===== config.mk =====
export PLATFORM = sky130hd
export DESIGN_NAME = obf_insnseq
export DESIGN_NICKNAME = d
export VERILOG_FILES = /design/src/rtl/obf_insnseq.sv
export SDC_FILE = /design/constraint.sdc
export NUM_CORES = 1
export LEC_CHECK = 0
export ABC_AREA = 1
export CELL_PAD_IN_SITES_DETAIL_PLACEMENT = 2
export CELL_PAD_IN_SITES_GLOBAL_PLACEMENT = 2
export CORE_ASPECT_RATIO = 1.25
export CORE_MARGIN = 3
export CORE_UTILIZATION = 18
export DETAILED_ROUTE_END_ITERATION = 7
export PLACE_DENSITY = 0.85
export SYNTH_ARGS = -nofsm -noshare
export SYNTH_HDL_FRONTEND = slang
export SYNTH_SLANG_ARGS = --single-unit

===== constraint.sdc =====
create_clock -name clk -period 1.15 [get_ports clk]
set_input_delay 0.23 -clock clk [delete_from_list [all_inputs] [get_ports clk]]
set_output_delay 0.23 -clock clk [all_outputs]
set_load 0.01 [all_outputs]

===== src/rtl/obf_insnseq.sv =====
// Sequencer between IF and obf_insngen: walks one reference instruction through its pseudo-PC
// slots and issues the obfuscated results to decode. Optional fetch bypass: OBF_INSNSEQ_BYPASS_EN.
`ifndef OBF_PPC_WIDTH
`define OBF_PPC_WIDTH 4
`endif

module obf_insnseq #(
  parameter int unsigned PPC_MAX = 2**`OBF_PPC_WIDTH-1
) (
  input  logic                      clk,
  input  logic                      rst_n,
  input  logic                      flush_i,
`ifdef OBF_INSNSEQ_BYPASS_EN
  input  logic                      obf_en_i,
`endif
  input  logic                      ref_valid_i,
  input  logic [31:0]               ref_insn_i,
  output logic                      ref_ready_o,
  output logic [31:0]               gen_insn_o,
  output logic [`OBF_PPC_WIDTH-1:0] gen_ppc_o,
  input  logic [31:0]               gen_insn_i,
  input  logic                      gen_last_i,
  input  logic                      gen_skip_i,
  output logic                      out_valid_o,
  output logic [31:0]               out_insn_o,
  output logic                      out_last_o,
  input  logic                      out_ready_i,
  output logic                      seq_err_o
);

  localparam int PPC_W = `OBF_PPC_WIDTH;
  localparam logic [PPC_W-1:0] PPC_LAST = PPC_W'(PPC_MAX);
  localparam logic [PPC_W-1:0] PPC_ONE  = PPC_W'(1);

  typedef enum logic {IDLE, RUN} state_t;

  state_t state, next_state;
  logic   accept;
  logic   bypass;
  logic   step;
  logic   last_slot;
  logic   forced_close;

  always_ff @(posedge clk) begin
    if (!rst_n)
      state <= IDLE;
    else
      state <= next_state;
  end

  // A slot advances only when the output register can take a new value this cycle.
  always_comb begin
    next_state   = state;
    ref_ready_o  = 1'b0;
    accept       = 1'b0;
    bypass       = 1'b0;
    step         = 1'b0;
    last_slot    = gen_last_i || (gen_ppc_o == PPC_LAST);
    forced_close = 1'b0;
    case (state)
      IDLE: begin
`ifdef OBF_INSNSEQ_BYPASS_EN
        ref_ready_o = !(out_valid_o && !out_ready_i);
`else
        ref_ready_o = 1'b1;
`endif
        accept = ref_valid_i && ref_ready_o && !flush_i;
        if (accept) begin
`ifdef OBF_INSNSEQ_BYPASS_EN
          if (obf_en_i)
            next_state = RUN;
          else
            bypass = 1'b1;
`else
          next_state = RUN;
`endif
        end
      end
      RUN: begin
        step = !out_valid_o || out_ready_i;
        if (step && last_slot) begin
          next_state   = IDLE;
          forced_close = !gen_last_i;
        end
      end
      default: next_state = IDLE;
    endcase
    if (flush_i)
      next_state = IDLE;
  end

  always_ff @(posedge clk) begin
    if (!rst_n) begin
      gen_insn_o  <= '0;
      gen_ppc_o   <= '0;
      out_valid_o <= 1'b0;
      out_insn_o  <= '0;
      out_last_o  <= 1'b0;
      seq_err_o   <= 1'b0;
    end else if (flush_i) begin
      gen_ppc_o   <= '0;
      out_valid_o <= 1'b0;
      seq_err_o   <= 1'b0;
    end else begin
      seq_err_o <= forced_close;
      if (out_valid_o && out_ready_i)
        out_valid_o <= 1'b0;
      if (accept) begin
        gen_insn_o <= ref_insn_i;
        gen_ppc_o  <= '0;
      end
      if (bypass) begin
        out_insn_o  <= ref_insn_i;
        out_last_o  <= 1'b1;
        out_valid_o <= 1'b1;
      end
      // Skipped slots issue nothing but still consume a ppc value or close the sequence.
      if (step) begin
        if (!gen_skip_i) begin
          out_insn_o  <= gen_insn_i;
          out_last_o  <= last_slot;
          out_valid_o <= 1'b1;
        end
        if (!last_slot)
          gen_ppc_o <= gen_ppc_o + PPC_ONE;
      end
    end
  end

endmodule


After elaboration in Yosys (flattened, before gate mapping)
Cells that the tools add are included. Widths: inputs -> output; s select.

Bits in registers: 72. Input port bits: 71. Logic and storage cells: 38.

$add $sub $neg: 1. Eq/ne operators: 1. Mux-type cells: 12. Bitwise gates (word level): 5. Reductions and logical operators: 12.

Operator list (number): $mux 4 (3); $mux 1 (8); $not 1->1 (5); $add 4x1->4 const B (1); $eq 4x4->1 const B (1); $reduce_or 4->1 (1); $logic_and 1x1->1 (3); $logic_not 1->1 (3); $reduce_and 3->1 (1); $logic_or 1x1->1 (2); $pmux 1 s2 (1); $reduce_and 2->1 (1); $reduce_or 2->1 (1).

Longest topological paths before layout
Depth in word-level cells: 6. Gate-level depth with buffers: 7. Depth with buffers taken out: 7.

Least setup slack after synthesis
No wires, ideal clock.

Path kind: flip-flop to flip-flop. Start point: reg gen_ppc_o[0]. End point: reg gen_ppc_o[1]. Library setup time: 0.113 ns. Data arrival time: 1.102 ns. Setup slack: -0.065 ns. Stages on the path, launching flop included: 8. Path buffers: 0. Period minus slack after synthesis: 1.215 ns. Cell sequence: dfxtp_1 -> ha_1 -> nand3_1 -> nand2_1 -> nor2_1 -> inv_1 -> nor2_1 -> nor2_1.

Longest elaborated chain between the ends: 4. Elaborated cells between the ends (all ways): 5. Those cells by class: add/sub (1); eq/ne (1); mux (2); reduce/logical (1).

RTL lines: start, declared (line 20) `` output logic [`OBF_PPC_WIDTH-1:0] gen_ppc_o, ``; start signal, assigned (line 125) `gen_ppc_o <= gen_ppc_o + PPC_ONE;`; parallel branches: the longest is 2 deep, another holds $add 4x1->4; $mux 4 (*) (line 124) `if (!last_slot)`; $mux 4 (*) (line 118) `if (step) begin`.

Every way passes the cells marked *. A chain may end at the register's enable or synchronous reset.

Worst setup path in the final report
Start point: reg state. End point: reg out_insn_o[22].

Longest elaborated chain between the ends: 2.

RTL lines: start, declared (line 37) `state_t state, next_state;`; start signal, assigned (line 48) `state <= next_state;`; $mux 1 (line 60) `case (state)`; $reduce_and 3->1 (no source line); end signal, assigned (line 113) `out_insn_o <= ref_insn_i;`; end signal, assigned (line 120) `out_insn_o <= gen_insn_i;`; end, declared (line 25) `output logic [31:0] out_insn_o,`.

No other way between the ends.

==> impl_metrics.yaml <==
place:
  hpwl_um: 7900
  place_area_um2: 4432
  place_congestion: 0.7072
  numPortBuffers: 142
  place_ws_ns: -0.5228
  dp_cells: 663
layout:
  antenna_cells: 0
  final_nets: 583
  drive_gt1_share_pct: 41.86
  ff_latch_area_um2: 1479
  stdcell_area_um2: 5090
  area_growth_pct: 89.21
  fin_cells: 694
  multiInputGateArea_um2: 1364
  fillers: 1631
synth:
  yosysUniqueCellTypes: 18
  synth_warnings: 0
  async_reset_ff_share_pct: 0
  synthTopCellsByArea: "dfxtp_1 54%, nor2_1 11%, nand2_1 7.0%"
  synth_ff_type: "dfxtp_1"
  syn_area_um2: 2690
  yosys.area.top_type: "dfxtp_1"
  synth_common_cells: "78 x nor2_1, 72 x dfxtp_1, 50 x nand2_1"
  ys_seq_area_share_pct: 53.58
  ys_ff_latch: 72
  yosysMostFrequentCell: "nor2_1"
  syn_nets: 416
  syn-instance-count: 344
  yosysTopAreaCellShare_pct: 53.58
  syn_area_per_cell_um2: 7.820
  synth_edf_count: 0
sta:
  fin_crit_sh_pct: 104.8
  hold_violations: 0
  post-route-min-period_ns: 1.205
  setup_violations: 20
  grt_setup_unrepaired: "yes"
  slew-limit-headroom_pct: 67.43
  timing.final.max_slew_violations: 0
  clock_skew_ns: 0.006008
  tightest_slew_ns: 0.4886
  max_freq_mhz: 830.1
  fin_ws_ns: -0.05466
critical_path:
  worstPathCellList: "inv_4, a21oi_4, buf_12, buf_12, nand3_1, a21oi_2"
  max_stage_delay_ns: 0.35
  crit_top_cell: "buf_12"
  worstSetupEndpointType: "register"
  cp_max_fo: 7
  path_delay_family: "flip-flops"
  startpoint_type: "register"
  crit_path_top_delay_cell: "dfxtp_2"
  crit_type: "reg2reg"
  reg2reg_from: "state"
  startpoint: "state"
  crit_arrival_ns: 1.46
  crit_required_ns: 1.40
  cp_num_buf_inv: 3
outcome:
  violations: "negative setup slack"
  outcome: "finished, violations left"
floorplanning:
  start_util_pct: 18.51
  rows: 49
  die_h_um: 142.7
  dieWidth_um: 115.3
  io_pins: 143
  dieArea_um2: 16460
  core_um2: 14530
clock_tree:
  numCtsBuffers: 9
  cts_max_path_buffers: 2
  cts_root_buffer: "clkbuf_16"
  cts.sinks: 72
  clk_latency_ns: 0.33
  clk_pin_slew_worst_paths_ns: 0.06
  htreeDepth: 3
  tritoncts: "done"
  cts_hold_buffers: 0
route:
  routed_wl_um: 12120
  wl_per_cell_um: 17.46
  viasPerCell: 4.393
  vias: 3049
  drt-initial-drc-count: 99
  antenna_left: 0
  dr.pass1.iters: 4
  drcViolationCount: 0
worst_hold_path:
  min-delay-start: "gen_insn_i[3]"
  hold_class: "in2reg"
global_route:
  antenna_found_initial: 0
  grt.total_usage_pct: 14.11
  grt_pass1_wl_um: 17970
  grt_max_degree: 34
  grt_overflow: 0
  grt_pass1_vias: 3449
power:
  p_per_area_nw_per_um2: 1347
  peakVddDrop_mv: 0.5757
  power_leakage_uw: 0.002004
flow_run:
  drv_cap: 0
final cells by class:
type                            instances  share of cell area [%]
Clock buffer                           11                   4.966
Clock inverter                          5                   2.016
Inverter                               11                   1.008
Multi-Input combinational cell        241                   26.79
Sequential cell                        72                   29.06
Tap cell                              178                   4.376
Timing Repair Buffer                  176                   31.78
routing by layer:
layer	track usage [%]	up-vias	share of wire, %
met3	4.663	14	6.6
met2	26.95	105	54
li1	-	1468	-
met5	0	-	0
met1	13.93	1462	37
met4	5.130	0	1.9
worst register-to-register path: cells and delay by family, from the launching register on:
family	cells	cell delay (ns)
flip-flops	1	0.35
buffers and inverters	3	0.35
AO/OA/AOI/OAI	2	0.33
AND/OR/NAND/NOR	1	0.10
repair_timing:
item / CTS / global route
gates cloned: 2 / 4
setup buffers: 9 / 1
pin swaps: 11 / 20
hold endpoints to repair: 0 / 0
gates resized for setup: 278 / 125
endpoints found under the setup margin: 142 / 112
path summary, 6_finish.rpt:
check              endpoint  slack [ns]  cells after the start
max          out_insn_o[22]       -0.05                      6
min           out_insn_o[3]        0.46                      3
max reg2reg  out_insn_o[22]       -0.05                      6
min reg2reg  out_insn_o[15]        0.46                      2
power breakdown:
group / internal [uW] / switching [uW] / leakage (uW) / total [uW]
clock: 2230 / 1080 / 0.000172 / 3310
combinational: 482 / 426 / 0.00123 / 908
sequential: 2580 / 49.1 / 0.000599 / 2630
total: 5300 / 1560 / 0.00200 / 6860
layout by cell type (no fill, tap or decap), types with 2 or more instances in the layout:
cell type,n
o21ai_0,6
nand3_1,22
buf_12,9
dlygate4sd2_1,2
nand2_8,3
bufinv_16,3
clkdlybuf4s15_2,14
clkbuf_2,6
inv_2,4
inv_1,5
o21ai_1,24
a21oi_1,16
nand3_4,2
nand2_1,42
nand3_2,13
o21ai_2,6
clkbuf_8,2
buf_6,3
dfxtp_4,2
dfxtp_1,46
nor2_4,2
clkbuf_16,13
dfxtp_2,24
nor2_2,9
a21oi_2,18
nand2_2,6
nor2_1,68
buf_2,52
buf_4,17
clkdlybuf4s50_1,67
logic make-up (layout without fill, tap and decap cells):
group	Yosys count	after routing	synth area share [%]
AND/OR/NAND/NOR	168	169	25.81
flip-flops	72	72	53.58
buffers and inverters	32	203	6.511
adder cells (fa/ha/maj)	1	1	0.4650
AO/OA/AOI/OAI	71	71	13.63
registers in the layout (all words and copies together), names as in the netlist:
signal / flops
gen_ppc_o: 4
out_valid_o: 1
out_insn_o: 32
gen_insn_o: 32
state: 1
out_last_o: 1
seq_err_o: 1
metrics by stage:
stage               hold WS, ns  total power [uW]  setup TNS (ns)  util, %
global placement         0.4469              3486          -28.12    30.50
CTS                      0.4535              6921        -0.05920    34.15
global route             0.4705              7186          -2.422    35.03
floorplan                0.3657              2954               0        -
finish                   0.4638              6856         -0.3518    35.03
detailed placement       0.4617              3524          -32.71    30.50
(Power assumes the default switching activity.)
==> RTL change 1 (same flow settings) <==
Add a define of `OBF_INSNSEQ_BYPASS_EN`.
--- a/src/rtl/obf_insnseq.sv
+++ b/src/rtl/obf_insnseq.sv
@@ -1,5 +1,7 @@
 // Sequencer between IF and obf_insngen: walks one reference instruction through its pseudo-PC
 // slots and issues the obfuscated results to decode. Optional fetch bypass: OBF_INSNSEQ_BYPASS_EN.
+`define OBF_INSNSEQ_BYPASS_EN
+
 `ifndef OBF_PPC_WIDTH
 `define OBF_PPC_WIDTH 4
 `endif
Ports: changed (added obf_en_i); port bits go from 143 to 144. The function was not compared with the original's and may differ.
==> RTL change 1 against the original RTL <==
  * Synthesized cell count rose by 40%
  * Design area increased by 33%
  * Global-route usage is 1.9 points higher
  * Synthesized area grew 34%
  * Wire length increased by 58%
  * First-iteration DRC count up 26%
  * Sequential cell count is the same
  * Clock skew up 0.0032 ns
  * Worst setup slack got worse by 0.18 ns
  * The flow still finishes with violations (setup timing)
  * Total power rose by 6.9%
  * Hold slack worse by 0.052 ns
==> RTL change 1: results (changes against the original RTL) <==
outcome finished, violations left (unchanged); failing checks setup timing (unchanged); sequential share of the synthesized area 0.400 (was 0.536); share of cells above drive strength 1 0.503 (was 0.419); WP data arrival 1.66 ns (was 1.46 ns); Total Wirelength 19,100 um (was 12,100 um); first-pass GRT wire length 27,000 um (was 18,000 um); Adder-Cell Fraction of Synth Area 0.00347 (was 0.00465); initial antenna violation count 0 (unchanged); post-synthesis compound-gate area fraction 0.222 (was 0.136); GR Util All Layers 0.160 (was 0.141); LEAKAGE 2.97 nW (was 2.00 nW); Final #Nets 762 (was 583); Synth cell types 33 (was 18); Post-Place Worst Slack -0.652 ns (was -0.523 ns); synthesized netlist net count 554 (was 416); crit-path leading delay family buffers and inverters (was flip-flops); vias in the first global route 4,659 (was 3,449); clk_skew 0.00924 ns (was 0.00601 ns); detailed-placement wirelength estimate 11,700 um (was 7900 um); Port Buf Inserts 143 (was 142); top cells by area, synth dfxtp_1 40%, nand2_1 11%, inv_1 7.7% (was dfxtp_1 54%, nor2_1 11%, nand2_1 7.0%); CP max stage cell dfxtp_4 (was dfxtp_2); Final GP Congestion 0.767 (was 0.707); clock latency on the worst-skew pair 0.35 ns (was 0.33 ns); Worst Tran Pin Value 0.380 ns (was 0.489 ns); Final WS setup -0.232 ns (was -0.0547 ns); Hold Crit Class in -> reg (unchanged); worst vdd ir 0.625 mV (was 0.576 mV); largest net degree at the start of global routing 36 (was 34); Post-Synth XOR/XNOR Area 0.00243 (was 0); vias per cell 4.31 (was 4.39); Post-synth top cells 106 x nand2_1, 74 x inv_1, 72 x dfxtp_1 (was 78 x nor2_1, 72 x dfxtp_1, 50 x nand2_1); initial detailed-routing violation count 125 (was 99); final setup vio count 75 (was 20); most numerous cell in the Yosys netlist nand2_1 (was nor2_1)
==> RTL change 1: what timing repair did <==
action                     4_1_cts  5_1_grt
buffers inserted                11       12
hold buffers                     0        0
gates resized for setup        367      135
setup endpoints to repair      142      109
gates cloned                     6        6
pin swaps                       15       25
==> RTL change 1: power by group <==
part | switching, mW | internal [mW] | leakage (nW)
registers | 0.0905 | 2.62 | 0.606
clock network | 1.20 | 1.79 | 0.148
logic | 0.825 | 0.794 | 2.22
total | 2.12 | 5.21 | 2.97
==> RTL change 1: worst reg2reg max path: cells and delay by family (launching register included) <==
kind                   cells  cell delay (ns)
buffers and inverters      4             0.50
DFF                        1             0.36
and+or+nand+nor            2             0.14
AOI/OAI and AO/OA          2             0.31
==> RTL change 1: final cells by class <==
class,count,area [sq um]
clock buffers,11,253
well taps,265,332
flip-flops and latches,72,1500
multi-input cells,300,2160
inverters,80,325
repair buffers,225,2130
fillers,2200,12800
repair inverters,1,16.3
clock inverters,5,55.1
==> RTL change 1: per-stage QoR <==
| step | TNS (ns) | util | hold slack (ns) | cells | instance area, sq um |
|---|---|---|---|---|---|
| after CTS | -14.06 | 0.333 | 0.413 | 947 | 6510 |
| after global routing | -17.43 | 0.347 | 0.461 | 959 | 6780 |
| after detailed placement | -43.24 | 0.292 | 0.497 | 914 | 5710 |
| final | -11.94 | 0.347 | 0.412 | 959 | 6780 |
| after floorplan | -3.07 | - | 0.306 | 481 | 3640 |
| after global placement | -38.92 | 0.292 | 0.474 | 914 | 5710 |
==> RTL change 1: cells by family (layout without fill, tap and decap cells) <==
group	after synthesis	in the layout
buf+inv	109	322
flops	72	72
simple gates	178	178
xor+xnor	1	1
compound gates	120	120
fa+ha+maj	1	1
==> RTL change 1: path summary, 6_finish.rpt <==
kind,startpoint,endpoint,cells past startpoint
setup reg to reg,out_valid_o,state,8
hold reg to reg,gen_insn_o[1],gen_insn_o[1],2
hold / removal,flush_i,out_valid_o,6
setup / recovery,out_valid_o,state,8
==> RTL change 1: routing by layer <==
metal / global-route usage / wire length, um / up-vias
met3: 0.0377 / 909 / 27
li1: - / - / 1954
met4: 0.0515 / 606 / 0
met1: 0.181 / 7540 / 2028
met2: 0.298 / 10100 / 129
met5: 0 / 0 / -
==> RTL change 2 (same settings) <==
Made on the original files. Reset style: asynchronous (`rst_n`), changed in 2 clocked blocks.
--- a/src/rtl/obf_insnseq.sv
+++ b/src/rtl/obf_insnseq.sv
@@ -41,7 +41,7 @@
   logic   last_slot;
   logic   forced_close;
 
-  always_ff @(posedge clk) begin
+  always_ff @(posedge clk or negedge rst_n) begin
     if (!rst_n)
       state <= IDLE;
     else
@@ -89,7 +89,7 @@
       next_state = IDLE;
   end
 
-  always_ff @(posedge clk) begin
+  always_ff @(posedge clk or negedge rst_n) begin
     if (!rst_n) begin
       gen_insn_o  <= '0;
       gen_ppc_o   <= '0;
Function: differs if rst_n is asserted again (counterexample within 4 cycles, from zero or initial values and one cycle with rst_n low); with rst_n held inactive, the same outputs for 10 cycles.
==> RTL change 2 against the original RTL <==
  * The run still ends with setup timing left
  * Sequential share of layout area is 5.9 points higher
  * Utilization is 3.3 points lower
  * Hold slack worse by 0.15 ns
  * Synthesized area is 11% higher
  * Wire length is 4.1% lower
  * Sequential cell count stayed put
  * Cell count is 3.2% lower
  * Non-clock buffer count is 10 higher
  * Count of clock-buffer cells in the layout is 1 lower
  * Design area is 1.4% higher
  * Worst setup slack worse by 0.12 ns
  * Die area is 11% higher
  * Critical path type unchanged
  * Critical endpoint is now gen_insn_o[12]
  * Largest cell class is now sequential cells
Power is not compared: it rests on default switching activity, and its combinational part moved more than twofold at a synthesized area within 25%.
==> RTL change 2: results (changes against the original RTL) <==
CTS H-Tree Depth 3 (unchanged); failing checks setup timing (unchanged); Final WS setup -0.173 ns (was -0.0547 ns); Final #Nets 524 (was 583); Synth cell types 21 (was 18); outcome finished, violations left (unchanged); LEAKAGE between 2 and 3 nW; top cells by area, synth dfrtp_1 60%, mux2_4 14%, nand2_1 11% (was dfxtp_1 54%, nor2_1 11%, nand2_1 7.0%); Final GP Congestion 0.755 (was 0.707); Max FO, Critical Path 13 (was 7); Total Wirelength 11,600 um (was 12,100 um); first-pass GRT wire length 17,900 um (was 18,000 um); FFs w/ async S/R, synth 1.00 (was 0); Post-Synth XOR/XNOR Area 0.00292 (was 0); WP data arrival 1.53 ns (was 1.46 ns); relative slew slack 0.680 (was 0.674); GR Util All Layers 0.128 (was 0.141); drt pass-1 iters 4 (unchanged); Adder-Cell Fraction of Synth Area 0.00418 (was 0.00465); post-synthesis compound-gate area fraction 0.00835 (was 0.136); max-slew violations 0 (unchanged); clock tree buffer depth 2 (unchanged); share of cells above drive strength 1 0.412 (was 0.419); yosys warns 0 (unchanged); clk_skew 0.00752 ns (was 0.00601 ns); Mean Syn Cell Area 11.3 sq um (was 7.82 sq um); n_diodes 0 (unchanged); initial antenna violation count 0 (unchanged); via count 2,696 (was 3,049); Cells after DPL 632 (was 663); synthesized netlist net count 337 (was 416); clock-pin transition on the worst setup and hold timing paths 0.06 ns (about the same); clock latency on the worst-skew pair about 0.32 ns; Largest regs gen_insn_o x32, out_insn_o x32, gen_ppc_o x4 (unchanged); initial detailed-routing violation count 60 (was 99); Port Buf Inserts 142 (unchanged); Post-synth top cells 91 x nand2_1, 72 x dfrtp_1, 35 x nand3_1 (was 78 x nor2_1, 72 x dfxtp_1, 50 x nand2_1); largest net degree at the start of global routing 38 (was 34); Root Buffer clkbuf_16 (unchanged); final setup vio count 72 (was 20); CTS Buf Count 9 (unchanged); sequential share of the synthesized area 0.601 (was 0.536); worst vdd ir between 0.5 and 0.6 mV; vias in the first global route 3,186 (was 3,449); Hold Crit Class in -> reg (unchanged); detailed-placement wirelength estimate 8270 um (was 7900 um); Wirelength per Cell 17.3 um (was 17.5 um); mux contribution to synthesized area 0.154 (was 0)
RTL change 2: logic make-up after synthesis:
family,after synthesis
flip-flops,72
adder cells (fa/ha/maj),1
XOR/XNOR,1
AND/OR/NAND/NOR,133
AO/OA/AOI/OAI,5
multiplexers,32
buffers and inverters,21
RTL change 2: cell type report:
class                           count  area (sq um)
Multi-Input combinational cell    175          1220
Inverter                            8          35.0
Tap cell                          216           270
Fill cell                        1782         11100
Timing Repair Buffer              186          1520
Clock buffer                       10           229
Sequential cell                    72          1800
Clock inverter                      5          82.6
RTL change 2: path summary, 6_finish.rpt:
path / start / endpoint / slack (ns) / cells after the start
worst min register to register: out_insn_o[2] / out_insn_o[2] / 0.47 / 2
worst max-delay path: state / gen_insn_o[12] / -0.17 / 4
worst min-delay path: flush_i / gen_ppc_o[0] / 0.32 / 3
min in group asynchronous: rst_n / gen_insn_o[16] / 0.41 / 3
worst max register to register: state / gen_insn_o[12] / -0.17 / 4
max in group asynchronous: rst_n / out_insn_o[28] / 0.28 / 3
RTL change 2: report_power, final:
| part | switching [mW] | internal [mW] |
|---|---|---|
| clock | 1.08 | 1.89 |
| combinational | 1.11 | 1.22 |
| sequential | 0.320 | 3.07 |
| total | 2.51 | 6.18 |
RTL change 2: metrics by stage:
step / worst slack, ns / cell area [sq um] / setup TNS [ns]
after floorplan: -0.0844 / 3030 / -2.28
after global placement: -0.512 / 4820 / -30.72
after detailed placement: -0.554 / 4820 / -33.35
after CTS: -0.184 / 5110 / -7.99
after global routing: -0.222 / 5160 / -12.44
final: -0.173 / 5160 / -7.43
RTL change 2: critical path, cell delays in order (launching register included):
cell and delay [ns]:
dfrtp_1 0.42, inv_2 0.11, nand3_4 0.16, buf_12 0.21, mux2_4 0.30
RTL change 2: what timing repair did:
item                                    CTS  global route
setup buffers                            19             1
endpoints found under the setup margin  142            76
gates resized for setup                 312            13
endpoints found under the hold margin    72             0
hold buffers                              1             0
gates cloned                              4             0
pin swaps                                11             5
RTL change 2: routing by layer:
metal	wire length, um	track usage
met5	0	0
met4	209	0.0437
met3	384	0.0207
met2	6680	0.239
met1	4350	0.146
